[src/rtl/mvau_axis.sv]
// Matrix-vector activation unit with an AXI-stream-like handshake: streams SIMD-wide
// activation beats against a locally stored weight RAM, emitting PE output lanes per step.
module mvau_axis #(
    parameter int MatrixW = 4,
    parameter int MatrixH = 4,
    parameter int SIMD    = 2,
    parameter int PE      = 2,
    parameter int TSrcI   = 8,
    parameter int TW      = 8,
    parameter int TDstI   = 16,
    localparam int SF           = MatrixW / SIMD,
    localparam int NF           = MatrixH / PE,
    localparam int WMEM_DEPTH   = SF * NF,
    localparam int WMEM_ADDR_BW = ($clog2(WMEM_DEPTH) > 1) ? $clog2(WMEM_DEPTH) : 1
) (
    input  logic                         clk,
    input  logic                         rst_n,
    input  logic [SIMD*TSrcI-1:0]        in,
    input  logic                         in_v,
    output logic                         in_rdy,
    output logic [PE*TDstI-1:0]          out,
    output logic                         out_v,
    input  logic                         out_rdy,
    input  logic                         wgt_we,
    input  logic [WMEM_ADDR_BW-1:0]      wgt_addr,
    input  logic [PE*SIMD*TW-1:0]        wgt_data,
    output logic                         busy
);
    localparam int SF_BW = ($clog2(SF) > 1) ? $clog2(SF) : 1;
    localparam int NF_BW = ($clog2(NF) > 1) ? $clog2(NF) : 1;
    localparam logic [SF_BW-1:0]        SF_LAST = SF_BW'(SF - 1);
    localparam logic [NF_BW-1:0]        NF_LAST = NF_BW'(NF - 1);
    localparam logic [WMEM_ADDR_BW-1:0] SF_A    = WMEM_ADDR_BW'(SF);
    localparam logic [WMEM_ADDR_BW:0]   DEPTH_X = (WMEM_ADDR_BW + 1)'(WMEM_DEPTH);

    typedef enum logic {FILL, REUSE} state_t;

    state_t                    state_q, state_d;
    logic [SF_BW-1:0]          sf_q;
    logic [NF_BW-1:0]          nf_q;
    logic [PE*SIMD*TW-1:0]     wmem [WMEM_DEPTH];
    logic [SIMD*TSrcI-1:0]     abuf [SF];
    logic signed [TDstI-1:0]   acc_p0 [PE];
    logic [PE*TDstI-1:0]       out_p1;
    logic                      vld_p1;

    logic                      last, nf_last, idle, stall, step;
    logic [SIMD*TSrcI-1:0]     act;
    logic [WMEM_ADDR_BW-1:0]   rd_addr;
    logic [PE*SIMD*TW-1:0]     wrow;
    logic signed [TDstI-1:0]   sum_c [PE];

    // Dot product of one PE lane; products and the running sum wrap at TDstI bits.
    function automatic logic signed [TDstI-1:0] lane_dot(
        input logic [SIMD*TSrcI-1:0] a,
        input logic [PE*SIMD*TW-1:0] w,
        input int                    p
    );
        logic signed [TDstI-1:0]      s_acc;
        logic signed [TSrcI-1:0]      x;
        logic signed [TW-1:0]         k;
        logic signed [TSrcI+TW-1:0]   prod;
        s_acc = '0;
        for (int s = 0; s < SIMD; s++) begin
            x     = a[s*TSrcI +: TSrcI];
            k     = w[(p*SIMD+s)*TW +: TW];
            prod  = (TSrcI+TW)'(x) * (TSrcI+TW)'(k);
            s_acc = s_acc + TDstI'(prod);
        end
        return s_acc;
    endfunction

    assign last    = (sf_q == SF_LAST);
    assign nf_last = (nf_q == NF_LAST);
    assign idle    = (state_q == FILL) && (sf_q == '0) && (nf_q == '0) && !vld_p1;
    assign busy    = !idle;
    assign stall   = last && vld_p1 && !out_rdy;
    assign in_rdy  = (state_q == FILL) && !stall;
    assign step    = (state_q == FILL) ? (in_v && in_rdy) : !stall;
    assign act     = (state_q == FILL) ? in : abuf[sf_q];
    assign rd_addr = WMEM_ADDR_BW'(nf_q) * SF_A + WMEM_ADDR_BW'(sf_q);
    assign wrow    = wmem[rd_addr];
    assign out     = out_p1;
    assign out_v   = vld_p1;

    always_comb begin
        for (int p = 0; p < PE; p++) begin
            sum_c[p] = ((sf_q == '0) ? TDstI'(0) : acc_p0[p]) + lane_dot(act, wrow, p);
        end
    end

    always_comb begin
        state_d = state_q;
        if (step && last) begin
            if (state_q == FILL && nf_q == '0 && NF > 1) begin
                state_d = REUSE;
            end else if (state_q == REUSE && nf_last) begin
                state_d = FILL;
            end
        end
    end

    always_ff @(posedge clk) begin
        if (!rst_n) begin
            state_q <= FILL;
            sf_q    <= '0;
            nf_q    <= '0;
            vld_p1  <= 1'b0;
        end else begin
            state_q <= state_d;
            if (step) begin
                sf_q <= last ? '0 : sf_q + SF_BW'(1);
                if (last) begin
                    nf_q <= nf_last ? '0 : nf_q + NF_BW'(1);
                end
            end
            // A freshly completed vector takes priority over clearing on handshake.
            if (step && last) begin
                vld_p1 <= 1'b1;
            end else if (out_rdy) begin
                vld_p1 <= 1'b0;
            end
        end
    end

    // p0: per-lane accumulation; p1: completed sums held for the consumer.
    always_ff @(posedge clk) begin
        if (!rst_n) begin
            for (int p = 0; p < PE; p++) acc_p0[p] <= '0;
            out_p1 <= '0;
        end else if (step) begin
            for (int p = 0; p < PE; p++) acc_p0[p] <= sum_c[p];
            if (last) begin
                for (int p = 0; p < PE; p++) out_p1[p*TDstI +: TDstI] <= sum_c[p];
            end
        end
    end

    always_ff @(posedge clk) begin
        if (wgt_we && idle && ({1'b0, wgt_addr} < DEPTH_X)) begin
            wmem[wgt_addr] <= wgt_data;
        end
        if (step && state_q == FILL) begin
            abuf[sf_q] <= in;
        end
    end
endmodule

[config.mk]
export PLATFORM = sky130hd
export DESIGN_NAME = mvau_axis
export DESIGN_NICKNAME = d
export VERILOG_FILES = /design/src/rtl/mvau_axis.sv
export SDC_FILE = /design/constraint.sdc
export NUM_CORES = 1
export LEC_CHECK = 0
export CORE_ASPECT_RATIO = 0.9
export CORE_MARGIN = 2
export CORE_UTILIZATION = 50
export DETAILED_ROUTE_END_ITERATION = 7
export PLACE_DENSITY = 0.68
export SETUP_SLACK_MARGIN = 0.15
export SKIP_LAST_GASP = 1
export SYNTH_ARGS = -nofsm -noshare
export SYNTH_HDL_FRONTEND = slang
export SYNTH_SLANG_ARGS = --single-unit
[constraint.sdc]
create_clock -name clk -period 9.05 [get_ports clk]
set_input_delay 1.3575 -clock clk [delete_from_list [all_inputs] [get_ports clk]]
set_output_delay 1.3575 -clock clk [all_outputs]
set_load 0.05 [all_outputs]
[Word level (Yosys, flattened, before mapping)]
Memory sizes are Yosys's and may differ from the RTL's. A register that Yosys moved wholly into a read port is not among the register bits.
Index checks and enable logic that the tools add are counted.
Storage, ports and cells
  memories: 3
  bits in writable memories: 192
  bits of input ports: 55
  flip-flop bits (word level): 36
  output and inout port bits: 35
  logic and storage cells: 66
Memory list
  wmem: depth 4, width 32, read ports 1, clocked after Yosys merged registers in 0, write ports 1, RTL line 41  | logic [PE*SIMD*TW-1:0] wmem [WMEM_DEPTH];
  abuf: depth 2, width 16, read ports 1, clocked after Yosys merged registers in 1, write ports 1, RTL line 42  | logic [SIMD*TSrcI-1:0] abuf [SF];
  acc_p0: depth 2, width 16, read ports 2, clocked after Yosys merged registers in 0, write ports 2, RTL line 43  | logic signed [TDstI-1:0] acc_p0 [PE];
Cells by class
  reductions and logical operators: 20
  muxes and demuxes: 22
  multipliers: 4
  bitwise operators: 5
  $add $sub $neg: 7
Operators with widths (number)
  16-bit 2-to-1 mux: 5
  16-bit adder: 4
  8-bit by 8-bit multiplier with 16-bit output: 4
  1-bit 2-to-1 mux: 17
  1-bit logical AND: 12
  1-bit zero test: 4
  2-bit AND reduction: 2
  2-bit nonzero test: 2
  1-bit NOT: 3
  1-bit adder (second input constant): 2
  2-bit by 1-bit adder with 2-bit output: 1
  1-bit OR: 2

[Depth between registers and ports, before layout]
Gate-level depths: netlist of run 1.
  depth in word-level cells: 10
  depth in mapped cells: 28
  depth with buffers taken out: 24

[Least setup slack after synthesis of run 1]
Ideal clock, no wire load.
  path type: input port to flip-flop
  from: in in[15]
  to: mem acc_p0[0][15], data pin
  arrival: 6.966 ns
  library setup time: 0.140 ns
  stages: 21
  path buffers: 0
  slack: 1.945 ns
  data required time: 8.910 ns
  cell sequence: nor2_1 a21o_1 nor2_1 inv_1 fa_1 fa_1 inv_1 fa_1 fa_1 fa_1 inv_1 fa_1 inv_1 ha_1 a2111oi_2 o21ai_1 a31oi_1 o211ai_1 a21oi_1 xnor3_1 nor2_1
RTL lines
  start, declared: RTL line 18  | input logic [SIMD*TSrcI-1:0] in,
  end, declared: RTL line 43

==> results_dict.tcl, run 1 <==
set metrics [dict create \
    grt_pass1_vias 14090 \
    critical_path.most_common_cell "fa_1" \
    io-pin-count 90 \
    placement.io_buffers 89 \
    grt_pass1_wl_um 76600 \
    track_usage_pct 23.47 \
    critical_path_peak_fanout 34 \
    rsz0062_at_grt "false" \
    ys_seq_elements 229 \
    reg2reg_setup_slack_ps 1350 \
    grt_max_degree 63 \
    initial_core_util_pct 50.69 \
    syn_area_sq_mm 0.02056 \
    hold_ws_ps 486.5 \
    startpoint_type "flip-flop" \
    gp_congestion 0.8864 \
    min_period_ps 7701 \
    clkSinkCount 229 \
    ys_seq_area_share_pct 31.65 \
    period_share_pct 85.09 \
    reg2reg_from "last" \
    diodes 0 \
    die-area_sq_mm 0.04275 \
    hold_depth 2 \
    synth_fp_nets 2366 \
    hold_viol_final 0 \
    cts_root_buf "clkbuf_16" \
    path_clk_slew_ps 60 \
    cts_setup_buffers 0 \
    setup_tns_ps 0 \
    yosysUniqueCellTypes 50 \
    tritoncts "yes" \
    setup_viol 0 \
    dr.pass1.iters 5 \
    fin_nets 2472 \
    status "finished clean" \
    worst_pin_slew_ps 1091 \
    worst_slew_margin_rel_pct 27.12 \
    cp.required_ps 9430 \
    rows 70 \
    async_flop_share_pct 0 \
    arrival_ps 8080 \
    cts_hold_buf 0 \
    antenna_found_initial 0 \
    antenna_left 0 \
    area_delta_synth_final_pct 12.14 \
    worstReg2RegEnd "acc_p0[0][15]" \
    post_drt_wl_per_cell_um 18.97 \
    crit_path_cell_trace "mux2_2, o21ai_1, nor2_1, fa_1, fa_1, fa_1, fa_1, fa_1, inv_1, fa_1, inv_1, ha_1, a2111oi_2, o21ai_1, a31oi_1, o211ai_1, a21oi_1, xnor3_1, nor2_1" \
    instances_no_fill 2528 \
    worstHoldStart "out[9]" \
    clkLatencyLatePin_ps 540 \
    place_hpwl_um 38570 \
    crit_path_end_kind "flip-flop" \
    reg2reg_depth 19 \
    drc 0 \
    path_class "reg2reg" \
    cts.path.max_buffers 3 \
    htreeDepth 1 \
    die_y_um 196.4 \
    hold_end "out[9]" \
    drtIter0Drc 733 \
    netlist_instances 1867 \
    synth_edf_count 192 \
    dp_cells 2486 \
    yosysTopAreaCellShare_pct 28.83 \
    synth_top_area_cell "fa_1" \
    grt-ovfl-total 0 \
    layout-drive-gt1-share_pct 6.187 \
    die_w_um 217.7 \
    yosysWarnings 0 \
    ys.flop_type "edfxtp_1" \
    routed_wl_um 47960 \
    drv_slew 0 \
    final_util_pct 56.84 \
    core_sq_mm 0.04055 \
    postCtsResizedCells 0 \
    cpMaxStageDelayCell "o21ai_1" \
    cap_violations 0 \
    hold_class "reg2reg" \
    skew_ps 7.425 \
    avgSynthCellArea_sq_um 11.01 \
    cts_made_buffers 25 \
    vias_per_cell 5.145 \
    crit_path_max_incr_delay_ps 750 \
    vias 13010 \
    yosys-top-cells-area "fa_1 29%, edfxtp_1 28%, ha_1 9.0%" \
    fmax_ghz 0.1299 \
]
## worst max-delay path, delay by kind of cell, from the launching register on
family | cells | cell delay, ps
adders and majority gates | 7 | 3470
AOI/OAI and AO/OA | 6 | 1850
DFF | 1 | 720
and+or+nand+nor | 2 | 510
xor gates and xnor gates | 1 | 430
muxes | 1 | 410
buffers and inverters | 2 | 100
## cells in the final DEF (no fill, tap or decap), types with 9 or more instances in the layout
cell type and instances:
o21ai_0 21, nor2b_1 28, clkbuf_16 25, xor2_1 16, ha_1 147, buf_4 34
edfxtp_1 192, mux2i_1 59, nand2b_1 20, o21ai_1 17, nand2_1 100, fa_1 296
mux2_2 27, a21oi_1 32, xnor2_1 47, dfxtp_1 36, clkdlybuf4s50_1 88, nor2_1 195
and2_1 55, a21o_1 23, o21a_1 9, inv_1 423
## layer usage
| metal | vias to the layer above | routed length, um | track usage (%) |
|---|---|---|---|
| met1 | 6585 | 20160 | 30.84 |
| li1 | 6031 | - | - |
| met2 | 308 | 23670 | 39.99 |
| met3 | 82 | 2798 | 4.383 |
| met5 | - | 0 | 0 |
| met4 | 0 | 1324 | 6.677 |
## flip-flops by register name (all words and copies together), names as in the netlist, named ones only
register  cells
wmem        128
abuf         32
acc_p0       32
out          32
last          1
nf_last       1
out_v         1
state_q       1
## area by class of cell
class,count,area (sq um)
inverter,423,1588
sequential,229,6510
fill,3437,17500
clock buffer,28,636.9
clock inverter,14,166.4
timing repair buffer,124,1161
multi-input combinational,1170,12310
tap,540,675.6
## through the flow
step	setup slack, ps	cell area [sq um]
floorplan	1945	20560
global placement	1140	22250
global route	969.0	23050
CTS	1356	23050
detailed placement	1058	22250
finish	1349	23050
## Yosys cell counts, types with 20 or more instances
| master | instances |
|---|---|
| inv_1 | 423 |
| nor2b_1 | 28 |
| fa_1 | 296 |
| edfxtp_1 | 192 |
| mux2i_1 | 59 |
| nand2b_1 | 20 |
| mux2_2 | 27 |
| and2_1 | 55 |
| nor2_1 | 197 |
| ha_1 | 148 |
| xnor2_1 | 47 |
| a21o_1 | 23 |
| a21oi_1 | 32 |
| o21ai_0 | 21 |
| nand2_1 | 100 |
| dfxtp_1 | 37 |
| clkbuf_1 | 32 |
## kinds of logic after synthesis
family	count (synthesis)	synth area share, %
flip-flops	229	31.65
multiplexers	94	5.229
AND/OR/NAND/NOR	441	9.849
AO/OA/AOI/OAI	127	4.005
buffers and inverters	468	8.637
XOR/XNOR	64	2.794
adder cells (fa/ha/maj)	444	37.84
## worst max-delay path by stage
stage | from | endpoint | slack (ps) | cells after the start
global placement | in[15] | acc_p0[0][15] | 1140 | 20
floorplan | in[15] | acc_p0[0][15] | 1940 | 21
global route | last | acc_p0[0][15] | 970 | 19
finish | last | acc_p0[0][15] | 1350 | 19
detailed placement | in[15] | acc_p0[0][15] | 1060 | 20
CTS | last | acc_p0[0][15] | 1360 | 19
Power of run 1 is not shown: default switching activity piles up to over one toggle a cycle in this logic, so the estimate is an artifact.
==> run 2: changes to the inputs <==
--- a/config.mk
+++ b/config.mk
@@ -6,10 +6,11 @@
 export NUM_CORES = 1
 export LEC_CHECK = 0
 export CORE_ASPECT_RATIO = 0.9
-export CORE_MARGIN = 2
 export CORE_UTILIZATION = 50
 export DETAILED_ROUTE_END_ITERATION = 7
+export HOLD_SLACK_MARGIN = 0.03
 export PLACE_DENSITY = 0.68
+export REMOVE_ABC_BUFFERS = 1
 export SETUP_SLACK_MARGIN = 0.15
 export SKIP_LAST_GASP = 1
 export SYNTH_ARGS = -nofsm -noshare
==> run 2 against run 1 <==
Count of clock-buffer cells in the layout increased by 6. Global-route usage decreased by 0.59 points. Worst hold slack got worse by 5.7 ps. Final cell count increased by 0.59%. Register-to-register slack about the same. Utilization increased by 0.25 points. Sequential cell count unchanged. Clock skew increased by 24 ps. Routed wire length decreased by 4.8%. Critical path type is now in2reg. Critical endpoint unchanged.
==> results_dict.tcl, run 2 (same netlist as run 1, synthesis figures left out) <==
set metrics [dict create \
    status "finished clean" \
    path_class "in2reg" \
    startpoint "in[5]" \
    crit_path_end_kind "flip-flop" \
    skew_ps 31.17 \
    postCtsResizedCells 0 \
    io-pin-count 90 \
    hold_viol_final 0 \
    cts_root_buf "clkbuf_16" \
    cp.required_ps 9440 \
    rows 70 \
    critical_path_peak_fanout 9 \
    largest_reg_flops 128 \
    die-area_sq_mm 0.04193 \
    clkSinkCount 229 \
    vias_per_cell 5.085 \
    htreeDepth 1 \
    top_register "wmem" \
    critPathTopFamily "adder cells" \
    initial_core_util_pct 50.69 \
    cts_setup_buffers 0 \
    hold_class "reg2reg" \
    routed_wl_um 45630 \
    period_share_pct 85.43 \
    grt_pass1_vias 13970 \
    crit_buf_inv 4 \
    die_w_um 215.7 \
    critical_path_depth 21 \
    worstReg2RegEnd "acc_p0[0][31]" \
    rsz0062_at_grt "false" \
    gr-usage-met3_pct 3.099 \
    final_cell_mix "423 x inv_1, 296 x fa_1, 195 x nor2_1" \
    antenna_found_initial 0 \
    grtUsageMet1_pct 30.09 \
    diodes 0 \
    place_hpwl_um 35750 \
    crit_end "acc_p0[0][15]" \
    cts.path.max_buffers 3 \
    grt_pass1_wl_um 74700 \
    dr.pass1.iters 6 \
    grt_max_degree 47 \
    critical_path.most_common_cell "fa_1" \
    post_drt_wl_per_cell_um 17.94 \
    reg2reg_from "last" \
    clkLatencyLatePin_ps 580 \
    fill_cells 3402 \
    fin_ws_ps 1318 \
    drtIter0Drc 733 \
    setup_viol 0 \
    fin_nets 2482 \
    track_usage_pct 22.88 \
    cpMaxStageDelayCell "a21oi_1" \
    crit_path_cell_trace "clkdlybuf4s50_1, nor2_1, a21oi_1, nand2_1, fa_1, fa_1, inv_1, fa_1, fa_1, fa_1, inv_1, fa_1, inv_1, ha_1, a2111oi_2, o21ai_1, a31oi_1, o211ai_1, a21oi_1, xnor3_1, nor2_1" \
    final_common_cell "inv_1" \
    die_y_um 194.4 \
    top_usage_layer "met2" \
    min_period_ps 7732 \
    layout-drive-gt1-share_pct 7.189 \
    worst_pin_slew_ps 1190 \
    reg2reg_setup_slack_ps 1340 \
    cts_hold_buf 0 \
    cts_made_buffers 26 \
    arrival_ps 8120 \
    grt_util_met2_pct 39.38 \
    antenna_left 0 \
    grt-ovfl-total 0 \
    worst_slew_margin_rel_pct 20.50 \
    path_clk_slew_ps 60 \
    tritoncts "yes" \
    core_sq_mm 0.04055 \
    cap_violations 0 \
    startpoint_type "input port" \
    gp_congestion 0.9175 \
    placement.io_buffers 89 \
    setup_tns_ps 0 \
    crit_path_max_incr_delay_ps 790 \
    fmax_ghz 0.1293 \
    area_delta_synth_final_pct 12.63 \
    dp_worst_setup_slack_ps 770.0 \
    vias 12930 \
    drc 0 \
    drv_slew 0 \
    reg2reg_depth 21 \
]
run 2: cell types whose count changed in the layout (fill, tap and decap cells not counted), sizes merged:
| cell | change |
|---|---|
| bufinv | -3 |
| inv | +1 |
| clkbuf | +6 |
| clkinv | -1 |
| buf | +9 |
| clkinvlp | +3 |
run 2: cell type report:
type | count | area, sq um | share of cell area, %
Inverter | 423 | 1588 | 6.858
Clock inverter | 14 | 128.9 | 0.5566
Tap cell | 540 | 675.6 | 2.918
Clock buffer | 34 | 730.7 | 3.156
Sequential cell | 229 | 6510 | 28.12
Timing Repair Buffer | 133 | 1216 | 5.253
Multi-Input combinational cell | 1170 | 12300 | 53.14
run 2: stage by stage:
stage | cell area [sq um] | hold slack, ps | cells | util (%)
2_1_floorplan | 20370 | 706.5 | 1822 | -
3_3_place_gp | 22290 | 465.6 | 2495 | 54.97
3_5_place_dp | 22290 | 468.8 | 2495 | 54.97
4_1_cts | 23150 | 486.3 | 2543 | 57.09
5_1_grt | 23150 | 493.1 | 2543 | 57.09
6_report | 23150 | 480.8 | 2543 | 57.09
run 2: worst register-to-register path, cell delays in order (launching register included):
cell      delay, ps
dfxtp_4         810
buf_4           430
mux2_2          360
o21ai_1         690
nand2b_1        250
fa_1            440
fa_1            500
inv_1            60
fa_1            490
fa_1            510
fa_1            510
inv_1            50
fa_1            510
inv_1            50
ha_1            370
a21oi_1         170
o21ai_0         120
a41oi_1         260
o21ai_0         250
a211oi_1        370
xnor2_1         180
nor2_1           50
run 2: worst min-delay path by stage:
stage          startpoint  endpoint  slack [ps]  cells after the start
6_report           out[9]    out[9]         480                      2
3_3_place_gp       out[4]    out[4]         470                      1
3_5_place_dp      out[20]   out[20]         470                      1
2_1_floorplan      out[9]    out[9]         710                      2
4_1_cts            out[9]    out[9]         490                      2
5_1_grt           out[20]   out[20]         490                      1
run 2: routing by layer:
metal	share of wire (%)	up-vias
met2	50	299
li1	-	6079
met1	43	6467
met4	3.0	0
met3	4.7	85
met5	0	-
Power of run 2 is left out for the same reason.
==> run 3: changes to the inputs <==
--- a/config.mk
+++ b/config.mk
@@ -8,6 +8,7 @@
 export CORE_ASPECT_RATIO = 0.9
 export CORE_UTILIZATION = 50
 export DETAILED_ROUTE_END_ITERATION = 7
+export GPL_TIMING_DRIVEN = 0
 export HOLD_SLACK_MARGIN = 0.03
 export PLACE_DENSITY = 0.68
 export REMOVE_ABC_BUFFERS = 1
==> run 3 against run 2 <==
Sequential share of layout area about the same. Setup slack worse by 670 ps. Clock skew increased by 13 ps. Count of clock-buffer cells in the layout fell by 6. Final cell count shrank 1.1%. Design area barely moved. First-iteration DRC count rose by 1.8%.
==> results_dict.tcl, run 3 (same netlist as run 1, synthesis figures left out) <==
set metrics [dict create \
    worst_pin_slew_ps 1338 \
    arrival_ps 8790 \
    cap_violations 0 \
    cts_made_buffers 26 \
    die_w_um 215.7 \
    die-area_sq_mm 0.04193 \
    fill_cells 3366 \
    layout-drive-gt1-share_pct 6.183 \
    hold_class "reg2reg" \
    drtIter0Drc 746 \
    rows 70 \
    hold_ws_ps 482.7 \
    hold_viol_final 0 \
    top_register "wmem" \
    drv_slew 0 \
    critical_path_peak_fanout 33 \
    period_share_pct 92.85 \
    instances_no_fill 2514 \
    startpoint "nf_last" \
    clkLatencyLatePin_ps 590 \
    grt-ovfl-total 0 \
    area_delta_synth_final_pct 12.74 \
    reg2reg_from "nf_last" \
    io-pin-count 90 \
    worstHoldStart "out[4]" \
    tritoncts "yes" \
    initial_core_util_pct 50.69 \
    dr.pass1.iters 5 \
    grt_max_degree 63 \
    dp_cells 2466 \
    startpoint_type "flip-flop" \
    track_usage_pct 22.77 \
    cts_hold_buf 0 \
    clkSinkCount 229 \
    rsz0062_at_grt "false" \
    place_hpwl_um 35960 \
    fmax_ghz 0.1190 \
    antenna_left 0 \
    largest_reg_flops 128 \
    post_drt_wl_per_cell_um 17.98 \
    gp_congestion 0.8760 \
    cp.required_ps 9440 \
    die_y_um 194.4 \
    worst_slew_margin_rel_pct 10.83 \
    placement.io_buffers 89 \
    fin_nets 2453 \
    path_clk_slew_ps 70 \
    grt_pass1_vias 13960 \
    path_class "reg2reg" \
    status "finished clean" \
    htreeDepth 1 \
    min_period_ps 8403 \
    vias_per_cell 5.115 \
    setup_viol 0 \
    antenna_found_initial 1 \
    drc 0 \
    final_common_cell "inv_1" \
    routed_wl_um 45200 \
    core_sq_mm 0.04055 \
    cts_root_buf "clkbuf_16" \
    grt_pass1_wl_um 74270 \
    crit_path_end_kind "flip-flop" \
    vias 12860 \
    skew_ps 44.46 \
    cts.path.max_buffers 3 \
    final_cell_mix "422 x inv_1, 296 x fa_1, 194 x nor2_1" \
]
==> run 3: cell type report <==
cell class / count / area (sq um) / area share, %
tap: 540 / 675.6 / 2.915
multi-input combinational: 1170 / 12330 / 53.22
antenna: 1 / 2.502 / 0.01080
sequential: 229 / 6513 / 28.10
clock buffer: 28 / 658.1 / 2.840
inverter: 423 / 1592 / 6.868
clock inverter: 19 / 260.3 / 1.123
timing repair buffer: 104 / 1141 / 4.924
==> run 3: what timing repair did <==
| item | 4_1_cts | 5_1_grt |
|---|---|---|
| gates resized for setup | 2 | 2 |
| pin swaps | 0 | 0 |
| setup buffers | 0 | 0 |
| setup endpoints to repair | 3 | 2 |
==> run 3: metrics by stage <==
step	utilization (%)	cell area (sq um)	worst slack [ps]	setup TNS, ps
2_1_floorplan	-	20370	568.4	0
3_5_place_dp	54.84	22240	-14.91	-14.91
5_1_grt	57.15	23170	172.8	0
6_report	57.15	23170	647.3	0
4_1_cts	57.12	23160	379.0	0
3_3_place_gp	54.09	21930	-1699	-40330
==> run 3: final timing paths <==
path	depth (start not counted)	end	slack (ps)
setup / recovery	21	acc_p0[0][15]	650
hold / removal	1	out[4]	480
setup reg to reg	21	acc_p0[0][15]	650
hold reg to reg	1	out[4]	480
==> run 3: routing by layer <==
| layer | wire length [um] | GRT usage, % |
|---|---|---|
| met5 | 0 | 0 |
| met4 | 1719 | 8.379 |
| met3 | 1871 | 3.333 |
| met2 | 22400 | 38.95 |
| met1 | 19210 | 29.40 |
==> run 3: critical path: stages, from the launching register on <==
cell and delay [ps]:
dfxtp_2 810, clkinvlp_4 790, o21ai_1 950, nor2_2 300, inv_1 150, fa_1 450, fa_1 520, inv_1 50
fa_1 480, fa_1 500, fa_1 490, inv_1 50, fa_1 470, inv_1 40, ha_1 360, a2111oi_2 310
o21ai_1 170, a31oi_1 360, o211ai_1 150, a21oi_1 200, xnor3_1 460, nor2_1 110
Power of run 3 is left out for the same reason.
